$ cat config.mk
export PLATFORM = sky130hd
export DESIGN_NAME = goldschmidt_prescale_flat
export DESIGN_NICKNAME = d
export VERILOG_FILES = /design/src/rtl/goldschmidt_prescale_if.sv /design/src/rtl/goldschmidt_prescale.sv /design/src/flat_wrapper.sv
export SDC_FILE = /design/constraint.sdc
export NUM_CORES = 1
export LEC_CHECK = 0
export CORE_MARGIN = 4
export CORE_UTILIZATION = 45
export CTS_CLUSTER_DIAMETER = 80
export CTS_CLUSTER_SIZE = 12
export DETAILED_ROUTE_END_ITERATION = 12
export GPL_TIMING_DRIVEN = 0
export PLACE_DENSITY = 0.81
export SLEW_MARGIN = 20
export SYNTH_ARGS = -nofsm -noshare
export SYNTH_HDL_FRONTEND = slang
export SYNTH_SLANG_ARGS = --single-unit
$ cat constraint.sdc
create_clock -name clk -period 9.1 [get_ports clk]
set_clock_uncertainty 0.15 [all_clocks]
set_input_delay 0.91 -clock clk [delete_from_list [all_inputs] [get_ports clk]]
set_output_delay 0.91 -clock clk [all_outputs]
set_load 0.1 [all_outputs]
$ cat src/rtl/goldschmidt_prescale_if.sv
// Operand/result stream bundle for the Goldschmidt prescale stage.
// master drives operands and consumes results; slave is the stage itself.
interface goldschmidt_prescale_if #(
    parameter int WIDTH = 32,
    parameter int SHW   = 5
);
    logic               in_valid;
    logic               in_ready;
    logic [WIDTH-1:0]   dividend;
    logic [WIDTH-1:0]   divisor;
    logic [SHW-1:0]     msb_pos;
    logic               out_valid;
    logic               out_ready;
    logic [2*WIDTH-1:0] n_out;
    logic [WIDTH-1:0]   d_out;
    logic [SHW-1:0]     shift;
    logic               dz;

    modport master (
        output in_valid, dividend, divisor, msb_pos, out_ready,
        input  in_ready, out_valid, n_out, d_out, shift, dz
    );

    modport slave (
        input  in_valid, dividend, divisor, msb_pos, out_ready,
        output in_ready, out_valid, n_out, d_out, shift, dz
    );
endinterface

$ cat src/rtl/goldschmidt_prescale.sv
// Two-stage normaliser: shifts divisor MSB to bit WIDTH-1 and the
// dividend by the same amount into a double-width exact result.
module goldschmidt_prescale #(
    parameter int WIDTH = 32,
    parameter int SHW   = 5
) (
    input  logic                  clk,
    input  logic                  rst,
    goldschmidt_prescale_if.slave bus
);
    logic               r_s1_valid;
    logic [WIDTH-1:0]   r_s1_n;
    logic [WIDTH-1:0]   r_s1_d;
    logic [SHW-1:0]     r_s1_sh;
    logic               r_s1_dz;

    logic               r_out_valid;
    logic [2*WIDTH-1:0] r_n_out;
    logic [WIDTH-1:0]   r_d_out;
    logic [SHW-1:0]     r_shift;
    logic               r_dz;

    logic               w_adv1;
    logic               w_adv2;
    logic [2*WIDTH-1:0] w_n_ext;

    assign w_adv2  = !r_out_valid || bus.out_ready;
    assign w_adv1  = !r_s1_valid || w_adv2;
    assign w_n_ext = {{WIDTH{1'b0}}, r_s1_n};

    assign bus.in_ready  = w_adv1;
    assign bus.out_valid = r_out_valid;
    assign bus.n_out     = r_n_out;
    assign bus.d_out     = r_d_out;
    assign bus.shift     = r_shift;
    assign bus.dz        = r_dz;

    always_ff @(posedge clk or posedge rst) begin
        if (rst) begin
            r_s1_valid <= 1'b0;
            r_s1_n     <= '0;
            r_s1_d     <= '0;
            r_s1_sh    <= '0;
            r_s1_dz    <= 1'b0;
        end else if (w_adv1) begin
            r_s1_valid <= bus.in_valid;
            if (bus.in_valid) begin
                r_s1_n  <= bus.dividend;
                r_s1_d  <= bus.divisor;
                r_s1_sh <= SHW'(WIDTH - 1) - bus.msb_pos;
                r_s1_dz <= (bus.divisor == '0);
            end
        end
    end

    // Result registers only move when downstream can take them
    always_ff @(posedge clk or posedge rst) begin
        if (rst) begin
            r_out_valid <= 1'b0;
            r_n_out     <= '0;
            r_d_out     <= '0;
            r_shift     <= '0;
            r_dz        <= 1'b0;
        end else if (w_adv2) begin
            r_out_valid <= r_s1_valid;
            if (r_s1_valid) begin
                r_n_out <= w_n_ext << r_s1_sh;
                r_d_out <= r_s1_d << r_s1_sh;
                r_shift <= r_s1_sh;
                r_dz    <= r_s1_dz;
            end
        end
    end
endmodule

$ cat src/flat_wrapper.sv
// flat-port wrapper written by rule: the top's interface ports become plain ports
module goldschmidt_prescale_flat 
#(
    parameter int WIDTH = 32,
    parameter int SHW   = 5
)
  (clk, rst, bus_in_valid, bus_dividend, bus_divisor, bus_msb_pos, bus_out_ready, bus_in_ready, bus_out_valid, bus_n_out, bus_d_out, bus_shift, bus_dz);
  goldschmidt_prescale_if #(.WIDTH(WIDTH), .SHW(SHW)) bus_i ();
  input  logic clk;
  input  logic rst;
  input wire logic [$bits(bus_i.in_valid)-1:0] bus_in_valid;
  input wire logic [$bits(bus_i.dividend)-1:0] bus_dividend;
  input wire logic [$bits(bus_i.divisor)-1:0] bus_divisor;
  input wire logic [$bits(bus_i.msb_pos)-1:0] bus_msb_pos;
  input wire logic [$bits(bus_i.out_ready)-1:0] bus_out_ready;
  output wire logic [$bits(bus_i.in_ready)-1:0] bus_in_ready;
  output wire logic [$bits(bus_i.out_valid)-1:0] bus_out_valid;
  output wire logic [$bits(bus_i.n_out)-1:0] bus_n_out;
  output wire logic [$bits(bus_i.d_out)-1:0] bus_d_out;
  output wire logic [$bits(bus_i.shift)-1:0] bus_shift;
  output wire logic [$bits(bus_i.dz)-1:0] bus_dz;
  assign bus_i.in_valid = bus_in_valid;
  assign bus_i.dividend = bus_dividend;
  assign bus_i.divisor = bus_divisor;
  assign bus_i.msb_pos = bus_msb_pos;
  assign bus_i.out_ready = bus_out_ready;
  assign bus_in_ready = bus_i.in_ready;
  assign bus_out_valid = bus_i.out_valid;
  assign bus_n_out = bus_i.n_out;
  assign bus_d_out = bus_i.d_out;
  assign bus_shift = bus_i.shift;
  assign bus_dz = bus_i.dz;
  goldschmidt_prescale #(.WIDTH(WIDTH), .SHW(SHW)) u_core (.clk(clk), .rst(rst), .bus(bus_i));
endmodule
# After elaboration in Yosys (flattened, before gate mapping)
# Index checks and enable logic that the tools add are counted.
dict set report word_totals {
  elab_cells 20
  reg_bits 174
}
dict set report op_classes {
  n_reduce_logical 7
  add_sub_neg 1
  shift 2
}
# operator n
set ops {}
lappend ops {{$shl 32x5->64} 1}
lappend ops {{$logic_not 32->1} 1}
lappend ops {{$shl 32x5->32} 1}
lappend ops {{$sub 5x5->5 const A} 1}
lappend ops {{$reduce_and 2->1} 2}
lappend ops {{$logic_not 1->1} 2}
lappend ops {{$logic_or 1x1->1} 2}

# Depth between registers and ports, before layout
# Gate-level depths: netlist of run 1.
dict set report depth {
  word_depth 4
  mapped_depth 9
  depth_no_buf 5
}

# Least setup slack after synthesis of run 1
# Ideal clock, no wire load.
dict set report synth_path {
  path_kind {flip-flop to flip-flop}
  from {reg u_core.r_out_valid, in the netlist u_core.bus.out_valid}
  to {reg u_core.r_s1_d[0]}
  period_less_slack_ps 3651
  required_ps 8825
  path_slack_ps 5449
  path_stages_with_launch 6
  arrival_time_ps 3376
  n_path_buf 2
  path_cell_list {dfrtp_1 -> nand3b_1 -> nand2_1 -> clkbuf_1 -> clkbuf_1 -> mux2_2}
}
dict set report synth_between {
  elab_chain_len 4
}
# element line
set synth_rtl {}
lappend synth_rtl {{from (decl)} goldschmidt_prescale.sv:17} ;# logic r_out_valid;
lappend synth_rtl {{from (signal assigned)} goldschmidt_prescale.sv:65} ;# r_out_valid <= r_s1_valid;
lappend synth_rtl {{$logic_not 1->1} goldschmidt_prescale.sv:27} ;# assign w_adv2 = !r_out_valid || bus.out_ready;
lappend synth_rtl {{$logic_or 1x1->1} goldschmidt_prescale.sv:27}
lappend synth_rtl {{$logic_or 1x1->1} goldschmidt_prescale.sv:28} ;# assign w_adv1 = !r_s1_valid || w_adv2;
lappend synth_rtl {{net bus_in_ready} flat_wrapper.sv:16} ;# output wire logic [$bits(bus_i.in_ready)-1:0] bus_in_ready;
lappend synth_rtl {{$reduce_and 2->1 (no line)} n/a}
lappend synth_rtl {{to (signal assigned)} goldschmidt_prescale.sv:49} ;# r_s1_d <= bus.divisor;
lappend synth_rtl {{to (decl)} goldschmidt_prescale.sv:13} ;# logic [WIDTH-1:0] r_s1_d;
# The timed path passes the listed nets, and every way through them passes these cells.
# A chain may end at the register's enable or synchronous reset.

# Worst setup path in the final report of run 1
dict set report layout_path {
  from {in bus_out_ready}
  to {out bus_in_ready}
}
dict set report layout_between {
  elab_chain_len 2
}
# element line
set layout_rtl {}
lappend layout_rtl {{from (decl)} flat_wrapper.sv:15} ;# input wire logic [$bits(bus_i.out_ready)-1:0] bus_out_ready;
lappend layout_rtl {{$logic_or 1x1->1} goldschmidt_prescale.sv:27}
lappend layout_rtl {{$logic_or 1x1->1} goldschmidt_prescale.sv:28}
lappend layout_rtl {{to (decl)} flat_wrapper.sv:16}
# No other way between the ends.

==> flow_summary_export.csv, run 1 <==
group,metric,value,unit
run_status,status,"complete, no violations",
routing,wl_per_cell,26.52,µm
global_route,grt_max_degree,92,
routing,routed_via_density,6.403,
routing,drtAntennaViolNets,0,
global_route,grt_pass1_wl,55980,µm
synthesis,synth_top_family_by_area,"multiplexers",
global_route,grt_overflow,0,
synthesis,ys_types,54,
job,cap_violations,0,
pwr,p_int,0.001943,W
cells_and_area,final_cell_mix,"clkdlybuf4s50_1 (175), dfrtp_1 (173), nand2_1 (123)",
synthesis,synth_top_area_share,0.4235,
setup_path,worst-endpoint-required,8.04,ns
synthesis,synth_xor_xnor_area_share,0,
clock_network,cts_max_path_buffers,2,
setup_path,cp_top_family,"buffers and inverters",
setup_path,worstReg2RegEnd,"u_core.bus.n_out[17]",
clock_network,cts_root_buf,"clkbuf_16",
floorplan,die_area,25190,µm²
cells_and_area,n_antenna_cell,0,
setup_path,endpoint_kind,"primary output",
cells_and_area,num-fill-cells,1850,
clock_network,insertion_delay,0.44,ns
timing,fin_crit,3.760,ns
timing,rsz0062_at_grt,"false",
timing,max_freq,266.0,MHz
hold_path,hold_start,"u_core.bus.shift[4]",
floorplan,die_height,158.7,µm
setup_path,cp.arrival,2.70,ns
pwr,power_switching,0.002010,W
setup_path,critPathMaxFanout,3,
synthesis,async_flop_share,1.000,
global_route,antenna_found_initial,0,
routing,drc,0,
setup_path,cp-start-kind,"input port",
floorplan,initial_core_util,0.4627,
timing,worst_slew_pin_slew,0.9806,ns
clock_network,ctsHtreeMaxLevel,4,
setup_path,worstSetupStartpoint,"bus_out_ready",
synthesis,synthTopCellsByArea,"dfrtp_1 (42%), mux4_2 (13%), mux2_2 (10%)",
timing,setup_viol,0,
clock_network,cts_setup_buffers,0,
setup_path,r2r-start,"u_core.r_s1_sh[2]",
synthesis,yosys_warnings,0,
hold_path,min_to,"u_core.bus.shift[4]",
timing,post-route-period-util,0.4132,
setup_path,path_buf_inv,2,
setup_path,rrSetupSlack,6.07,ns
synthesis,synth.net_count,974,
synthesis,synthAdderAreaFrac,0,
pwr,power.clock.fraction,0.180,
hold_path,min_path_cells,2,
synthesis,synth_area_per_cell,11.35,µm²
synthesis,synth_area,10220,µm²
synthesis,yosysSeqAreaShare,0.4235,
cells_and_area,drive_above_1_share,0.2040,
cells_and_area,area_growth,26.34,%
timing,finalHoldViolations,0,
pwr,powerDensity,306.1,nW/µm²
timing,final.setup.worst_slack,5.340,ns
placement,dp_hpwl,28610,µm
timing,drv_slew,0,
clock_network,cts_tree,"built",
floorplan,rows,54,
floorplan,die_w,158.7,µm
clock_network,ctsResizeCount,0,
clock_network,cts_sinks,173,
synthesis,synthSimpleGateAreaFrac,0.09535,
setup_path,cpPeakStageDelay,1.16,ns
synthesis,synth_top_cell_by_area,"dfrtp_1",
synthesis,ys_ff_latch,173,
setup_path,cpMostUsedCell,"clkdlybuf4s50_1",
floorplan,io_pins,177,
synthesis,ys.flop_type,"dfrtp_1",
setup_path,crit_chain,"clkdlybuf4s50_1, nand3b_1, clkdlybuf4s50_1",
pwr,switching_share,0.5085,
hold_path,min_path_type,"reg2reg",
synthesis,synth_compound_area_frac,0.1304,
timing,setup_tns,0,ns
synthesis,synthCells,901,
setup_path,rr_worst_depth,7,
pwr,p_comb_frac,0.543,
global_route,track_usage,0.2870,
routing,routed_wl,36810,µm
placement,dp_slack,5.344,ns
pwr,leakagePower,5.310,nW
routing,vias,8888,
placement,routabilityCongestion,0.9870,
setup_path,slowest_stage,"clkdlybuf4s50_1",
floorplan,core,22090,µm²
routing,drt_iter0_markers,1330,
synthesis,synth.area.mux_share,0.3087,
cells_and_area,layout.nets,1169,
global_route,grt_pass1_vias,8955,
clock_network,cts_hold_buf,0,
timing,relSlewSlack,0.3442,
clock_network,cts_buffers,17,
cells_and_area,final_common_cell,"clkdlybuf4s50_1",
placement,io_buffers,175,
setup_path,crit_type,"in2out",
pwr,p_seq_frac,0.276,
pwr,vdd_drop_max,193.4,µV
routing,drt_first_pass_iters,6,
clock_network,clk_pin_slew,0.07,ns
synthesis,synth_edf_count,0,
==> how the worst max path moves through the flow <==
stage	to	slack, ns	depth (start not counted)
2_1_floorplan	u_core.bus.d_out[0]	3.35	1
5_1_grt	bus_in_ready	5.29	3
6_report	bus_in_ready	5.34	3
4_1_cts	bus_in_ready	5.33	3
3_3_place_gp	u_core.r_s1_n[21]	1.28	2
3_5_place_dp	bus_in_ready	5.34	3
==> layout make-up <==
type                       instances  area (µm²)  share of cell area
buffer                            76       404.1             0.03129
clock buffer                      18       439.2             0.03400
clock inverter                    13       116.4            0.009010
inverter                           6       30.03            0.002325
multi-input combinational        646        5466              0.4233
sequential                       173        4329              0.3352
tap                              280       350.3             0.02713
timing repair buffer             176        1779              0.1378
==> per-layer routing <==
metal / track usage / vias to the layer above / part of all wire
li1: - / 3795 / -
met1: 0.4120 / 4397 / 0.43
met2: 0.4309 / 616 / 0.43
met3: 0.06687 / 80 / 0.10
met4: 0.1018 / 0 / 0.034
met5: 0 / - / 0
==> power by group through the flow <==
stage | logic, W | clock network [W] | registers, W
final | 0.00215 | 0.000713 | 0.00109
after global routing | 0.00221 | 0.000751 | 0.00111
after CTS | 0.00212 | 0.000710 | 0.00109
after detailed placement | 0.00212 | 0 | 0.00110
after global placement | 0.00210 | 0 | 0.00109
after floorplan | 0.000680 | 0 | 0.00193
==> cells by family after synthesis <==
group                  count (synthesis)
buffers and inverters                 82
other                                  1
and+or+nand+nor                      227
DFF                                  173
AOI/OAI and AO/OA                    200
muxes                                218
==> worst register-to-register path: stages, from the launching register on <==
cell and delay (ns):
dfrtp_1 0.36, clkbuf_1 0.21, inv_1 0.22, buf_2 0.32
nand3_1 0.53, nor2_1 0.84, nand2_1 0.21, nand2_1 0.12
==> synth_stat cells (4+ instances only) <==
cell         n
o21ai_1      5
a22o_1      18
mux2i_1     58
buf_6        6
mux2_2      93
nand3b_1     4
nand2b_1     4
o22ai_1      4
o211ai_1    13
a221o_1      8
nor3_1       5
nand2_1    123
a22oi_1     10
mux4_2      61
clkbuf_1    34
o21ai_0     62
a21oi_1     30
o31ai_1      4
dfrtp_1    173
and2_1       4
a211o_1      4
mux4_1       5
a2bb2oi_1    5
nand3_1     12
nor4_1       9
and3_1       5
o221ai_1     8
buf_4       11
nor2_1      51
buf_1        7
buf_2       17
a211oi_1     8
==> per-stage QoR <==
| step | util | area, µm² | instances | hold WS, ns | power, W |
|---|---|---|---|---|---|
| detailed placement | 0.5594 | 12360 | 1357 | 0.3147 | 0.003216 |
| finish | 0.5846 | 12910 | 1388 | 0.3291 | 0.003953 |
| CTS | 0.5846 | 12910 | 1388 | 0.3306 | 0.003921 |
| floorplan | - | 10220 | 901 | 0.2886 | 0.002607 |
| global route | 0.5846 | 12910 | 1388 | 0.3461 | 0.004072 |
| global placement | 0.5578 | 12320 | 1356 | 0.3037 | 0.003194 |
==> sequential cells by signal, indices dropped and copies added (netlist names) <==
signal and count:
u_core.bus.n_out 63, u_core.bus.d_out 32, u_core.r_s1_d 32, u_core.r_s1_n 32
u_core.bus.shift 5, u_core.r_s1_sh 5, u_core.bus.dz 1, u_core.bus.out_valid 1
u_core.r_s1_dz 1, u_core.r_s1_valid 1
No activity file was read; power rests on OpenSTA's default activity.
==> run 2, diff against run 1 <==
--- a/config.mk
+++ b/config.mk
@@ -11,7 +11,7 @@
 export CTS_CLUSTER_SIZE = 12
 export DETAILED_ROUTE_END_ITERATION = 12
 export GPL_TIMING_DRIVEN = 0
-export PLACE_DENSITY = 0.81
+export PLACE_DENSITY = 0.83
 export SLEW_MARGIN = 20
 export SYNTH_ARGS = -nofsm -noshare
 export SYNTH_HDL_FRONTEND = slang
==> constraint.sdc (replaced) <==
create_clock -name clk -period 3.3 [get_ports clk]
set_clock_uncertainty 0.15 [all_clocks]
set_input_delay 0.33 -clock clk [delete_from_list [all_inputs] [get_ports clk]]
set_output_delay 0.33 -clock clk [all_outputs]
set_load 0.1 [all_outputs]
==> flow_summary_export.csv, run 2 (synthesis gave the netlist of run 1 again) <==
group,metric,value,unit
placement,routabilityCongestion,0.9874,
routing,wl_per_cell,27.38,µm
cells_and_area,largest_register_ffs,63,
clock_network,clk_pin_slew,0.08,ns
setup_path,rrSetupSlack,0.34,ns
setup_path,crit_type,"reg2reg",
clock_network,cts_max_path_buffers,2,
setup_path,rr_worst_depth,8,
clock_network,cts_buffers,17,
setup_path,worstSetupStartpoint,"u_core.r_s1_sh[1]",
global_route,grt_pass1_vias,9001,
setup_path,cp.arrival,3.17,ns
cells_and_area,final_common_cell,"clkdlybuf4s50_1",
global_route,antenna_found_initial,0,
routing,drt_first_pass_iters,5,
timing,drv_slew,0,
pwr,leakagePower,5.379,nW
timing,post-route-period-util,0.8980,
placement,dp_hpwl,29890,µm
cells_and_area,layout.nets,1173,
clock_network,cts_sinks,173,
clock_network,cts_setup_buffers,0,
clock_network,insertion_delay,0.45,ns
cells_and_area,drive_above_1_share,0.2084,
setup_path,endpoint_kind,"flop",
run_status,status,"complete, no violations",
routing,routed_wl,38140,µm
routing,drc,0,
clock_network,cts_hold_buf,0,
clock_network,cts_root_buf,"clkbuf_16",
floorplan,rows,54,
floorplan,initial_core_util,0.4627,
pwr,power,0.01110,W
clock_network,ctsResizeCount,0,
cells_and_area,final_cell_mix,"clkdlybuf4s50_1 (175), dfrtp_1 (172), nand2_1 (123)",
routing,vias,9013,
hold_path,min_path_type,"in2async",
routing,drtAntennaViolNets,0,
routing,drt_iter0_markers,1035,
cells_and_area,n_antenna_cell,0,
timing,rsz0062_at_grt,"false",
timing,fin_crit,2.963,ns
cells_and_area,layoutNonFillerInstCount,1393,
cells_and_area,num-fill-cells,1819,
global_route,track_usage,0.2966,
timing,worst_slew_pin_slew,1.021,ns
timing,relSlewSlack,0.3125,
setup_path,r2r-start,"u_core.r_s1_sh[1]",
global_route,grt_max_degree,37,
timing,finalHoldViolations,0,
timing,max_freq,337.5,MHz
floorplan,die_height,158.7,µm
setup_path,worst-endpoint-required,3.50,ns
global_route,grt_overflow,0,
floorplan,die_area,25190,µm²
floorplan,die_w,158.7,µm
pwr,powerDensity,851.6,nW/µm²
clock_network,ctsHtreeMaxLevel,4,
setup_path,cpPeakStageDelay,0.80,ns
global_route,grt_pass1_wl,57570,µm
timing,setup_viol,0,
placement,placed_cells,1361,
floorplan,core,22090,µm²
placement,io_buffers,175,
clock_network,cts_tree,"built",
setup_path,slowest_stage,"o21ai_0",
floorplan,io_pins,177,
cells_and_area,area_growth,27.49,%
pwr,vdd_drop_max,515.9,µV
job,cap_violations,0,
setup_path,crit_chain,"buf_6, buf_8, buf_4, buf_6, mux2i_1, o21ai_0, mux2i_1, o21ai_0",
setup_path,cp-start-kind,"flop",
routing,routed_via_density,6.470,
setup_path,critPathMaxFanout,10,
setup_path,worstReg2RegEnd,"u_core.bus.d_out[6]",
run 2: cell types whose count changed in the layout (fill, tap and decap cells not counted), sizes merged:
cell	change
inv	+5
clkinvlp	-5
clkinv	+1
buf	+4
run 2: worst max-delay path: cells and delay by family, from the launching register on:
family                 cells  cell delay [ns]
multiplexers               2             0.39
buffers and inverters      4             0.81
flip-flops                 1             0.45
AO/OA/AOI/OAI              2             1.07
run 2: worst max path at each step:
stage	endpoint	cells past startpoint
2_1_floorplan	u_core.r_s1_d[0]	5
3_3_place_gp	u_core.bus.out_valid	2
3_5_place_dp	u_core.bus.n_out[0]	7
4_1_cts	u_core.bus.n_out[16]	7
5_1_grt	u_core.bus.n_out[16]	7
6_report	u_core.bus.d_out[6]	8
run 2: routing by layer:
| metal | part of all wire | track usage | vias up |
|---|---|---|---|
| met4 | 0.031 | 0.09191 | 0 |
| met1 | 0.42 | 0.4196 | 4521 |
| met2 | 0.45 | 0.4520 | 598 |
| met5 | 0 | 0.007576 | - |
| li1 | - | - | 3799 |
| met3 | 0.097 | 0.07724 | 95 |
run 2: where the power goes:
part	switching [W]	internal (W)
combinational	0.00423	0.00174
sequential	0.000437	0.00257
clock	0.00102	0.00111
total	0.00568	0.00541
run 2: layout make-up:
cell class,instances,area [µm²],area share
tap,280,350.3,0.02688
buffer,76,404.1,0.03101
timing repair buffer,180,1852,0.1421
inverter,6,26.28,0.002016
multi-input combinational,646,5466,0.4195
sequential,173,4330,0.3323
clock inverter,14,163.9,0.01258
clock buffer,18,439.2,0.03370
run 2: per-stage QoR:
stage          setup slack, ns  instance area (µm²)  TNS, ns  utilization  hold WS [ns]
3_3_place_gp           -0.8852                12330  -113.39       0.5580        0.3129
3_5_place_dp            0.3737                12430        0       0.5626        0.3220
2_1_floorplan          0.04437                10230        0            -        0.2884
5_1_grt                 0.1805                13030        0       0.5899        0.1108
6_report                0.3366                13030        0       0.5899       0.05925
4_1_cts                 0.4063                13030        0       0.5899       0.07396
==> run 3, diff against run 2 <==
--- a/config.mk
+++ b/config.mk
@@ -6,12 +6,12 @@
 export NUM_CORES = 1
 export LEC_CHECK = 0
 export CORE_MARGIN = 4
-export CORE_UTILIZATION = 45
+export CORE_UTILIZATION = 29
 export CTS_CLUSTER_DIAMETER = 80
 export CTS_CLUSTER_SIZE = 12
 export DETAILED_ROUTE_END_ITERATION = 12
 export GPL_TIMING_DRIVEN = 0
-export PLACE_DENSITY = 0.83
+export PLACE_DENSITY = 0.62
 export SLEW_MARGIN = 20
 export SYNTH_ARGS = -nofsm -noshare
 export SYNTH_HDL_FRONTEND = slang
==> flow_summary_export.csv, run 3 (synthesis gave the netlist of run 1 again) <==
group,metric,value,unit
pwr,power,0.01106,W
cells_and_area,drive_above_1_share,0.2084,
floorplan,die_area,38320,µm²
routing,routed_wl,40520,µm
clock_network,ctsResizeCount,0,
global_route,grt_overflow,0,
run_status,status,"complete, no violations",
timing,final.setup.worst_slack,0.2257,ns
pwr,powerDensity,835.2,nW/µm²
cells_and_area,layout.nets,1173,
timing,rsz0062_at_grt,"false",
placement,io_buffers,175,
routing,routed_via_density,5.679,
clock_network,insertion_delay,0.45,ns
floorplan,core,34630,µm²
timing,drv_slew,0,
job,cap_violations,0,
setup_path,crit_type,"reg2reg",
setup_path,crit_chain,"clkbuf_1, inv_1, buf_2, nand3_1, nor2_1, a32oi_1, o21ai_0",
cells_and_area,final_common_cell,"clkdlybuf4s50_1",
setup_path,worst-endpoint-required,3.52,ns
cells_and_area,area_growth,29.50,%
setup_path,cpPeakStageDelay,0.85,ns
setup_path,slowest_stage,"nor2_1",
clock_network,cts_hold_buf,0,
cells_and_area,largest_register_ffs,63,
cells_and_area,final_cell_mix,"clkdlybuf4s50_1 (175), dfrtp_1 (172), nand2_1 (123)",
timing,setup_viol,0,
global_route,grt_pass1_wl,60130,µm
cells_and_area,design_area,13240,µm²
floorplan,die_w,195.8,µm
cells_and_area,multi_input_comb_area,5466,µm²
pwr,vdd_drop_max,696.8,µV
clock_network,cts_tree,"built",
hold_path,min_path_type,"in2async",
timing,relSlewSlack,0.3132,
timing,worst_slew_pin_slew,1.027,ns
floorplan,io_pins,177,
clock_network,clk_pin_slew,0.08,ns
clock_network,cts_root_buf,"clkbuf_16",
routing,drt_iter0_markers,870,
timing,hold_ws,0.1215,ns
floorplan,initial_core_util,0.2952,
routing,wl_per_cell,25.84,µm
cells_and_area,seq_area,4330,µm²
routing,drt_first_pass_iters,5,
timing,finalHoldViolations,0,
timing,max_freq,325.3,MHz
placement,placed_area,12650,µm²
setup_path,cp-start-kind,"flop",
global_route,antenna_found_initial,0,
clock_network,cts_buffers,17,
routing,vias,8905,
setup_path,cp_top_family,"simple AND/OR/NAND/NOR gates",
global_route,track_usage,0.2076,
placement,dp_hpwl,32210,µm
clock_network,cts_sinks,173,
clock_network,ctsHtreeMaxLevel,4,
timing,fin_crit,3.074,ns
cells_and_area,num-fill-cells,3407,
clock_network,cts_setup_buffers,0,
routing,drc,0,
timing,post-route-period-util,0.9316,
global_route,grt_pass1_vias,9035,
floorplan,die_height,195.8,µm
placement,dp_slack,0.3066,ns
setup_path,path_buf_inv,3,
setup_path,cp.arrival,3.29,ns
floorplan,rows,68,
cells_and_area,n_antenna_cell,0,
setup_path,endpoint_kind,"flop",
placement,routabilityCongestion,0.9820,
cells_and_area,post-route-util,0.3823,
routing,drtAntennaViolNets,0,
setup_path,critPathMaxFanout,10,
clock_network,cts_max_path_buffers,2,
pwr,leakagePower,5.362,nW
global_route,grt_max_degree,35,
## run 3: cell count changes in the layout (fill, tap and decap cells not counted), sizes merged
cell,before,now
inv,12,8
clkinv,6,9
clkinvlp,1,3
bufinv,1,0
## run 3: through the flow
stage,TNS [ns],cells
2_1_floorplan,0,901
3_3_place_gp,-145.23,1531
3_5_place_dp,0,1536
4_1_cts,0,1568
5_1_grt,0,1568
6_report,0,1568
## run 3: path summary, 6_finish.rpt
kind / start / cells past startpoint / endpoint / slack [ns]
worst min register to register: u_core.bus.d_out[20] / 2 / u_core.bus.d_out[20] / 0.33
worst max-delay path: u_core.r_s1_sh[2] / 7 / u_core.bus.n_out[16] / 0.23
worst min-delay path: rst / 2 / u_core.bus.shift[0] / 0.12
max in group asynchronous: rst / 5 / u_core.r_s1_n[13] / 1.83
min in group clk: bus_in_valid / 2 / u_core.r_s1_valid / 0.32
worst max register to register: u_core.r_s1_sh[2] / 7 / u_core.bus.n_out[16] / 0.23
## run 3: routing by layer
metal	global-route usage	share of wire	up-vias
met4	0.06129	0.026	0
met1	0.2928	0.43	4458
li1	-	-	3807
met2	0.3136	0.44	568
met5	0	0	-
met3	0.05702	0.10	72
## run 3: final cells by class
| cell class | instances | share of cell area |
|---|---|---|
| buffer | 76 | 0.03053 |
| multi-input combinational | 646 | 0.4129 |
| clock buffer | 18 | 0.03318 |
| clock inverter | 14 | 0.01134 |
| tap | 455 | 0.04301 |
| sequential | 173 | 0.3271 |
| timing repair buffer | 180 | 0.1399 |
| inverter | 6 | 0.001985 |
## run 3: power breakdown
part / leakage [nW] / switching [W] / internal, W
logic: 2.94 / 0.00424 / 0.00174
registers: 2.14 / 0.000469 / 0.00257
clock network: 0.281 / 0.00101 / 0.00103
